===== config.mk =====
export PLATFORM = sky130hd
export DESIGN_NAME = conv_tile_streamer
export DESIGN_NICKNAME = d
export VERILOG_FILES = /design/src/rtl/conv_tile_streamer.sv
export SDC_FILE = /design/constraint.sdc
export NUM_CORES = 1
export LEC_CHECK = 0
export CAP_MARGIN = 20
export CORE_UTILIZATION = 24
export CTS_CLUSTER_DIAMETER = 100
export CTS_CLUSTER_SIZE = 30
export DETAILED_ROUTE_END_ITERATION = 7
export HOLD_SLACK_MARGIN = 0.15
export MAX_ROUTING_LAYER = met4
export PLACE_DENSITY_LB_ADDON = 0.08
export SETUP_SLACK_MARGIN = 0.05
export SLEW_MARGIN = 20
export SYNTH_ARGS = -nofsm -noshare
export SYNTH_HDL_FRONTEND = slang
export SYNTH_SLANG_ARGS = --single-unit

===== constraint.sdc =====
create_clock -name clk -period 3.1 [get_ports clk]
set_input_delay 0.62 -clock clk [delete_from_list [all_inputs] [get_ports clk]]
set_output_delay 0.62 -clock clk [all_outputs]
set_load 0.05 [all_outputs]

===== src/rtl/conv_tile_streamer.sv =====
// conv_tile_streamer: unpacks a 45-byte kernel+tile frame, kicks the convolution engine
// and streams its 16 results; flags framing errors and engine timeouts.
module conv_tile_streamer #(
  parameter int DONE_TIMEOUT = 1024
) (
  input  logic        clk,
  input  logic        rst_n,
  input  logic        s_valid,
  output logic        s_ready,
  input  logic [7:0]  s_data,
  input  logic        s_last,
  output logic [7:0]  kernel [0:2][0:2],
  output logic [7:0]  input_tile [0:5][0:5],
  output logic        start,
  input  logic [15:0] c [0:3][0:3],
  input  logic        done,
  output logic        m_valid,
  input  logic        m_ready,
  output logic [15:0] m_data,
  output logic        m_last,
  output logic        busy,
  output logic        err_frame,
  output logic        err_timeout
);
  localparam int WW = $clog2(DONE_TIMEOUT + 1);
  typedef enum logic [2:0] {LOAD_K, LOAD_T, START, WAIT, DRAIN} state_t;
  state_t        state_q, state_d;
  logic [5:0]    cnt_q, cnt_d;
  logic [3:0]    idx_q, idx_d;
  logic [WW-1:0] wcnt_q, wcnt_d;
  logic          done_prev_q;
  logic          err_frame_q, err_frame_d;
  logic          err_timeout_q, err_timeout_d;
  logic [7:0]    k_q [9], k_d [9];
  logic [7:0]    t_q [36], t_d [36];
  logic [15:0]   res_q [16], res_d [16];
  logic          hs, bad_last, done_rise;
  genvar i, j;
  assign s_ready     = state_q == LOAD_K || state_q == LOAD_T;
  assign hs          = s_valid && s_ready;
  // s_last must coincide exactly with the 36th tile byte
  assign bad_last    = s_last != (state_q == LOAD_T && cnt_q == 6'd35);
  assign done_rise   = done && !done_prev_q;
  assign start       = state_q == START;
  assign busy        = state_q != LOAD_K;
  assign m_valid     = state_q == DRAIN;
  assign m_data      = m_valid ? res_q[idx_q] : '0;
  assign m_last      = m_valid && idx_q == 4'd15;
  assign err_frame   = err_frame_q;
  assign err_timeout = err_timeout_q;
  for (i = 0; i < 3; i++) begin : g_kr
    for (j = 0; j < 3; j++) begin : g_kc
      assign kernel[i][j] = k_q[3*i+j];
    end
  end
  for (i = 0; i < 6; i++) begin : g_tr
    for (j = 0; j < 6; j++) begin : g_tc
      assign input_tile[i][j] = t_q[6*i+j];
    end
  end
  always_comb begin
    state_d       = state_q;
    cnt_d         = cnt_q;
    idx_d         = idx_q;
    wcnt_d        = wcnt_q;
    err_frame_d   = 1'b0;
    err_timeout_d = 1'b0;
    k_d           = k_q;
    t_d           = t_q;
    res_d         = res_q;
    case (state_q)
      LOAD_K: if (hs) begin
        for (int n = 0; n < 9; n++) if (cnt_q == 6'(n)) k_d[n] = s_data;
        if (bad_last) begin
          err_frame_d = 1'b1;
          cnt_d       = '0;
        end else if (cnt_q == 6'd8) begin
          state_d = LOAD_T;
          cnt_d   = '0;
        end else cnt_d = cnt_q + 6'd1;
      end
      LOAD_T: if (hs) begin
        for (int n = 0; n < 36; n++) if (cnt_q == 6'(n)) t_d[n] = s_data;
        if (bad_last) begin
          err_frame_d = 1'b1;
          state_d     = LOAD_K;
          cnt_d       = '0;
        end else if (cnt_q == 6'd35) begin
          state_d = START;
          cnt_d   = '0;
        end else cnt_d = cnt_q + 6'd1;
      end
      START: begin
        state_d = WAIT;
        wcnt_d  = '0;
      end
      // a done edge takes priority over a timeout landing on the same cycle
      WAIT: if (done_rise) begin
        for (int a = 0; a < 4; a++)
          for (int b = 0; b < 4; b++) res_d[4*a+b] = c[a][b];
        idx_d   = '0;
        state_d = DRAIN;
      end else if (wcnt_q == WW'(DONE_TIMEOUT - 1)) begin
        state_d       = LOAD_K;
        err_timeout_d = 1'b1;
      end else wcnt_d = wcnt_q + WW'(1);
      DRAIN: if (m_ready) begin
        if (idx_q == 4'd15) begin
          state_d = LOAD_K;
          idx_d   = '0;
        end else idx_d = idx_q + 4'd1;
      end
      default: state_d = LOAD_K;
    endcase
  end
  always_ff @(posedge clk or negedge rst_n) begin
    if (!rst_n) begin
      state_q       <= LOAD_K;
      cnt_q         <= '0;
      idx_q         <= '0;
      wcnt_q        <= '0;
      done_prev_q   <= 1'b0;
      err_frame_q   <= 1'b0;
      err_timeout_q <= 1'b0;
      k_q           <= '{default: '0};
      t_q           <= '{default: '0};
      res_q         <= '{default: '0};
    end else begin
      state_q       <= state_d;
      cnt_q         <= cnt_d;
      idx_q         <= idx_d;
      wcnt_q        <= wcnt_d;
      done_prev_q   <= done;
      err_frame_q   <= err_frame_d;
      err_timeout_q <= err_timeout_d;
      k_q           <= k_d;
      t_q           <= t_d;
      res_q         <= res_d;
    end
  end
endmodule


==> results.ini, run 1 <==
[status]
outcome=finished with violations
violations=negative setup slack

[placed_design]
dpl.hpwl_um=74100
dpl_cell_area_mm2=0.0357
io_buffers=652
gp_congestion=0.793

[global_routing]
grt_first_pass_wirelength_um=142000
antenna_found_initial=40
grt_use_total=0.179
grt_pass1_vias=18600
gr-total-overflow=0
grt_start_max_net_pins=85

[worst_setup_path]
path_delay_family=multiplexers
worstSetupEndpoint=m_data[1]
cp-end-kind=output pin
slowest_delay_ns=0.52
cp_slowest_cell=dfrtp_4
r2r_slack_ns=0.63
arrival_ns=2.56
worstReg2RegStart=idx_q[0]
required_ns=2.48
crit_path_start=idx_q[0]
worstSetupPathDepth=6
cp-start-kind=flop
critPathKind=flop to output pin
crit_chain=buf_12 -> buf_4 -> mux4_2 -> mux2i_4 -> o22ai_1 -> buf_12
crit_fanout=6
crit_top_cell=buf_12
rr_endpoint=state_q[0]
timing.critical_path.buf_inv=3
r2r_cells=10

[final_layout]
area_growth_syn_to_layout_pct=40.1
drive_gt1_frac=0.396
finish.net_count=2640
fill_cells=10800
final_cell_area_mm2=0.0377
fin_util=0.340

[timing]
relSlewSlack=0.481
fin_crit_sh=1.03
drv_slew=0
fin_hold_ws_ns=0.493
worst_slew_pin_slew_ns=0.779
rsz0062_at_grt=yes
final.setup_skew_ns=0.0298
final-setup-viol-count=14
min_period_ns=3.18
fin_ws_ns=-0.0812
fmax_mhz=314
hold_viol=0

[pwr]
switching_power_mw=8.66
clkPwrFrac=0.248
powerDensity_mw_per_mm2=626
swShare=0.367
irDropWorstVdd_mv=0.320
total_power_mw=23.6
p_int_mw=14.9
power.leakage_nw=16.4
combPwrFrac=0.331
pwr-share-seq=0.420

[floorplanning]
die_area_mm2=0.113
rows=122
pin_count=653
die_h_um=337
initial_core_util=0.243
core_mm2=0.111
die_w_um=337

[hold_path]
hold_path_class=input pin to flop
hold_depth=1

[detailed_routing]
dr_total_vias=17100
routed_wl_um=99200
firstDrtPassIters=6
wl_per_cell_um=25.3
drt-initial-drc-count=552
drc_errors=0
ant_nets=0
vias_per_cell=4.36

[job]
max-cap-violations=0

[logic_synthesis]
synth_fp_nets=1963
synth_top_cell_by_area=dfrtp_1
synth.most_common_cell=dfrtp_1
avgSynthCellArea_um2=15.9
netlist_instances=1687
synth_area_leaders=dfrtp_1 (60%), mux2_2 (24%), mux4_2 (5.4%), mux2_4 (1.3%), mux2i_1 (1.2%)
synthArstFlopShare=1.00
seq_area_frac_synth=0.598
synth_top_area_share=0.598
synth_enable_flop_cells=0
synth-main-ff-cell=dfrtp_1
ys_types=56
ys_warn_count=0
netlist_top_cells_count=dfrtp_1 (643), mux2_2 (584), mux4_2 (64)
ys_ff_latch=643
netlist_area_mm2=0.0269

[cts]
clk_pin_slew_ns=0.12
clkSinkCount=643
cts-buffers-inserted=34
cts_tree=done
clk_latency_ns=0.64
cts-htree-levels=2
cts-root-buf=clkbuf_16
clockBufferDepth=3

flip-flops by register name, indices dropped and copies added (netlist names):
signal / count
err_frame: 1
input_tile: 288
kernel: 72
idx_q: 4
res_q: 256
done_prev_q: 1
err_timeout: 1
cnt_q: 6
wcnt_q: 11
state_q: 3
power groups by stage:
| stage | Clock, mW | Sequential (mW) | Combinational [mW] |
|---|---|---|---|
| floorplan | 0 | 12.6 | 1.81 |
| global placement | 0 | 10.1 | 7.51 |
| detailed placement | 0 | 10.1 | 7.55 |
| CTS | 6.17 | 9.93 | 7.92 |
| global route | 6.42 | 10.1 | 8.18 |
| finish | 5.85 | 9.92 | 7.82 |
kinds of logic (layout without fill, tap and decap cells):
logic type                 after synthesis  count (layout)  share of synthesized area
and+or+nand+nor                        155             155                     0.0394
adders and majority gates                6               6                    0.00279
xor gates and xnor gates                 6               6                    0.00195
DFF                                    643             643                      0.598
AOI/OAI and AO/OA                       48              48                     0.0111
muxes                                  713             713                      0.327
buffers and inverters                  116             818                     0.0194
other                                    0              39                          0
worst register-to-register path, cell delays in order, from the launching register on:
cell       delay [ns]
dfrtp_4          0.46
buf_12           0.15
buf_8            0.12
clkbuf_16        0.15
buf_4            0.13
ha_2             0.18
nand3_1          0.13
o21ai_0          0.41
o221ai_1         0.24
o21ai_0          0.19
o311ai_0         0.15
cells in the final DEF (no fill, tap or decap), drive strengths merged, types with 3 or more instances in the layout:
master and instances:
dfrtp 643, clkdlybuf4s50 622, mux2 617, buf 127
mux4 64, nand2 41, diode 39, clkbuf 39
nand3 33, mux2i 32, nor2 31, inv 19
o22ai 16, o21ai 15, nand4 9, nor2b 7
a21oi 6, ha 6, xor2 5, clkinv 5
nand2b 4, nor3b 4, and3 3, nor4 3
and2 3, o311ai 3, nor3 3
layer usage:
metal | GRT usage | up-vias | wire, um
li1 | - | 7537 | -
met1 | 0.209 | 8989 | 40100
met2 | 0.294 | 491 | 48800
met3 | 0.0622 | 76 | 8280
met4 | 0.0411 | 0 | 2020
met5 | - | - | 0
worst min path at each step:
stage	startpoint	to
floorplan	rst_n	cnt_q[0]
global placement	kernel[56]	kernel[56]
detailed placement	kernel[42]	kernel[42]
CTS	done	done_prev_q
global route	done	done_prev_q
finish	done	done_prev_q
repair_timing:
item | in CTS | in global routing
gates resized for setup | 48 | 27
hold endpoints to repair | 41 | 0
gates cloned | 4 | 1
pin swaps | 4 | 11
buffers inserted | 15 | 1
hold buffers | 1 | 0
setup endpoints to repair | 16 | 18
through the flow:
stage / cells / TNS (ns) / setup WS (ns)
2_1_floorplan: 1687 / 0 / 0.00503
3_3_place_gp: 3796 / 0 / 0.252
3_5_place_dp: 3796 / 0 / 0.280
4_1_cts: 3877 / -2.37 / -0.172
5_1_grt: 3914 / -1.93 / -0.150
6_report: 3916 / -0.598 / -0.0812
area by class of cell:
type                       count  area [um^2]  share of cell area
sequential                   643        16100               0.427
multi-input combinational    928        10600               0.281
timing repair buffer         752         7770               0.206
tap                         1488         1860              0.0494
clock buffer                  38          930              0.0247
clock inverter                23          317             0.00840
antenna                       39         97.6             0.00259
inverter                       5         18.8            0.000498
(Power assumes the default switching activity.)
==> run 2, diff against run 1 <==
--- a/config.mk
+++ b/config.mk
@@ -7,9 +7,11 @@
 export LEC_CHECK = 0
 export CAP_MARGIN = 20
 export CORE_UTILIZATION = 24
+export CTS_BUF_LIST = sky130_fd_sc_hd__clkbuf_2
 export CTS_CLUSTER_DIAMETER = 100
 export CTS_CLUSTER_SIZE = 30
 export DETAILED_ROUTE_END_ITERATION = 7
+export GPL_ROUTABILITY_DRIVEN = 0
 export HOLD_SLACK_MARGIN = 0.15
 export MAX_ROUTING_LAYER = met4
 export PLACE_DENSITY_LB_ADDON = 0.08
==> constraint.sdc (replaced) <==
create_clock -name clk -period 3.9 [get_ports clk]
set_input_delay 0.78 -clock clk [delete_from_list [all_inputs] [get_ports clk]]
set_output_delay 0.78 -clock clk [all_outputs]
set_load 0.05 [all_outputs]
==> run 2 against run 1 <==
Compared with the run above: the flow still finishes with violations (negative setup slack); sequential share of layout area decreased by 1.8 points; sequential cell count unchanged; routed wire length decreased by 2.1%; combinational power decreased by 18%; sequential power decreased by 20%; largest cell class unchanged; core utilization increased by 1.5 points; first-iteration DRC count increased by 33%; non-clock buffer count increased by 243; critical path depth increased by 1.
==> results.ini, run 2 (synthesis gave the netlist of run 1 again) <==
[status]
outcome=finished with violations
violations=negative setup slack

[detailed_routing]
ant_nets=0  ; unchanged
vias_per_cell=4.30  ; -1.5%
drc_errors=0  ; unchanged
routed_wl_um=97100  ; -2.1%
wl_per_cell_um=23.4  ; -7.6%
firstDrtPassIters=5  ; -1
drt-initial-drc-count=732  ; +33%
dr_total_vias=17800  ; +4.4%

[timing]
rsz0062_at_grt=yes
worst_slew_pin_slew_ns=1.10  ; +0.316 ns
drv_slew=0  ; unchanged
tns_ns=-2.81  ; -2.21 ns
fmax_mhz=242
fin_crit_sh=1.06
hold_viol=0  ; unchanged
fin_ws_ns=-0.224  ; -0.143 ns
min_period_ns=4.12
relSlewSlack=0.270  ; -0.211
final.setup_skew_ns=0.0902  ; +0.0604 ns
final-setup-viol-count=16  ; +2

[pwr]
swShare=0.383  ; +0.0157
total_power_mw=17.4  ; -26%
powerDensity_mw_per_mm2=441  ; -30%
pwr-share-seq=0.456  ; +0.036
power.leakage_nw=17.0  ; +4.1%
combPwrFrac=0.372  ; +0.041
switching_power_mw=6.64  ; -23%
p_int_mw=10.7  ; -28%
irDropWorstVdd_mv=0.249  ; -22%
clkPwrFrac=0.172  ; -0.076

[hold_path]
hold_depth=1  ; unchanged
worstHoldStart=kernel[42]
hold_path_class=flop to flop
min_to=kernel[42]

[final_layout]
final_common_cell=dfrtp_1
fill_cells=10800  ; -0.074%
final_cell_area_mm2=0.0394  ; +4.5%
area_growth_syn_to_layout_pct=46.4
multiInputGateArea_mm2=0.0106  ; +0.66%
largest_register_ffs=288  ; unchanged
finish.net_count=2883  ; +9.2%
mostFrequentLayoutCells=dfrtp_1 (637), clkdlybuf4s50_1 (622), mux2_2 (584)
final-seq-area_mm2=0.0161  ; about the same
drive_gt1_frac=0.352  ; -0.0444

[worst_setup_path]
worstReg2RegStart=cnt_q[2]
slowest_delay_ns=0.66  ; +0.14 ns
arrival_ns=3.34  ; +0.78 ns
crit_chain=buf_12 -> buf_12 -> buf_16 -> mux4_2 -> mux2i_4 -> o22ai_2 -> buf_12
rr_endpoint=input_tile[122]
crit_top_cell=buf_12
crit_fanout=6  ; unchanged
critPathKind=flop to output pin
timing.critical_path.buf_inv=4  ; +1
path_delay_family=flip-flops
r2r_slack_ns=1.07  ; +0.44 ns
cp_slowest_cell=dfrtp_4
r2r_cells=3  ; -7
cp-end-kind=output pin
required_ns=3.12  ; +0.64 ns
cp-start-kind=flop

[floorplanning]
initial_core_util=0.243  ; unchanged
die_w_um=337  ; unchanged
die_h_um=337  ; unchanged
rows=122  ; unchanged
core_mm2=0.111  ; unchanged
die_area_mm2=0.113  ; unchanged
pin_count=653  ; unchanged

[global_routing]
grt_start_max_net_pins=103  ; +21%
grt_pass1_vias=19700  ; +6.3%
grt_use_total=0.175  ; -0.00374
top_usage_layer=met2
antenna_found_initial=31  ; -23%
use_met3=0.0416  ; -0.0206
gr-total-overflow=0  ; unchanged
grt_first_pass_wirelength_um=140000  ; -1.2%
grtUsageMet2=0.292  ; -0.00276
met1_usage=0.214  ; +0.00416

[cts]
clk_pin_slew_ns=0.42  ; +0.30 ns
clkSinkCount=643  ; unchanged
clockBufferDepth=3  ; unchanged
cts_tree=done
cts-buffers-inserted=34  ; unchanged
clk_latency_ns=1.29  ; +0.65 ns
cts-root-buf=clkbuf_2
cts-htree-levels=2  ; unchanged

[placed_design]
dpl.hpwl_um=69700  ; -6.0%
io_buffers=652  ; unchanged
dpl_cell_area_mm2=0.0353  ; -1.1%

[job]
max-cap-violations=0  ; unchanged

-- run 2: cell count changes in the layout (fill, tap and decap cells not counted), sizes merged --
| cell | change |
|---|---|
| dlygate4sd3 | +269 |
| buf | -27 |
| diode | -8 |
| inv | -5 |
| bufinv | +2 |
| clkdlybuf4s15 | +2 |
| clkinv | +2 |
| dlymetal6s2s | -1 |
-- run 2: cell type report --
| class | count | share of cell area |
|---|---|---|
| inverter | 5 | 0.000477 |
| clock inverter | 22 | 0.00788 |
| timing repair buffer | 995 | 0.258 |
| sequential | 643 | 0.409 |
| tap | 1488 | 0.0473 |
| multi-input combinational | 928 | 0.270 |
| clock buffer | 38 | 0.00483 |
| antenna | 31 | 0.00197 |
-- run 2: power groups by stage --
stage | Clock, mW | Sequential, mW | Combinational [mW]
3_3_place_gp | 0 | 8.02 | 5.90
2_1_floorplan | 0 | 10.0 | 1.44
4_1_cts | 3.25 | 7.93 | 6.53
3_5_place_dp | 0 | 8.05 | 5.94
5_1_grt | 3.44 | 8.03 | 6.74
6_report | 2.99 | 7.91 | 6.45
-- run 2: worst register-to-register path, stage by stage, from the launching register on --
cell,delay (ns)
dfrtp_1,1.01
and3b_1,0.53
nor2b_1,0.81
mux2_2,0.42
-- run 2: timing repair --
item,CTS,global route
gates resized for setup,95,15
setup buffers,11,1
pin swaps,5,0
setup endpoints to repair,21,17
cloned,5,1
hold endpoints to repair,1096,0
hold buffers,271,0
-- run 2: worst max-delay path by stage --
| stage | to | from | cells after the start |
|---|---|---|---|
| floorplan | m_data[10] | state_q[1] | 5 |
| global placement | input_tile[208] | s_valid | 5 |
| detailed placement | input_tile[208] | s_valid | 5 |
| CTS | m_data[4] | idx_q[0] | 7 |
| global route | m_data[9] | idx_q[0] | 6 |
| finish | m_data[14] | idx_q[0] | 7 |
-- run 2: stage by stage --
| stage | util | setup slack, ns | cells | hold WS [ns] |
|---|---|---|---|---|
| 2_1_floorplan | - | 0.339 | 1687 | 0.465 |
| 3_3_place_gp | 0.319 | 0.653 | 3771 | 0.479 |
| 3_5_place_dp | 0.319 | 0.606 | 3771 | 0.481 |
| 4_1_cts | 0.354 | -0.510 | 4118 | 0.280 |
| 5_1_grt | 0.355 | -0.450 | 4149 | 0.361 |
| 6_report | 0.355 | -0.224 | 4150 | 0.543 |
-- run 2: routing by layer --
layer	vias to the layer above	wire length [um]
li1	8012	-
met1	9271	41000
met2	485	48000
met3	73	6110
met4	0	2030
met5	-	0
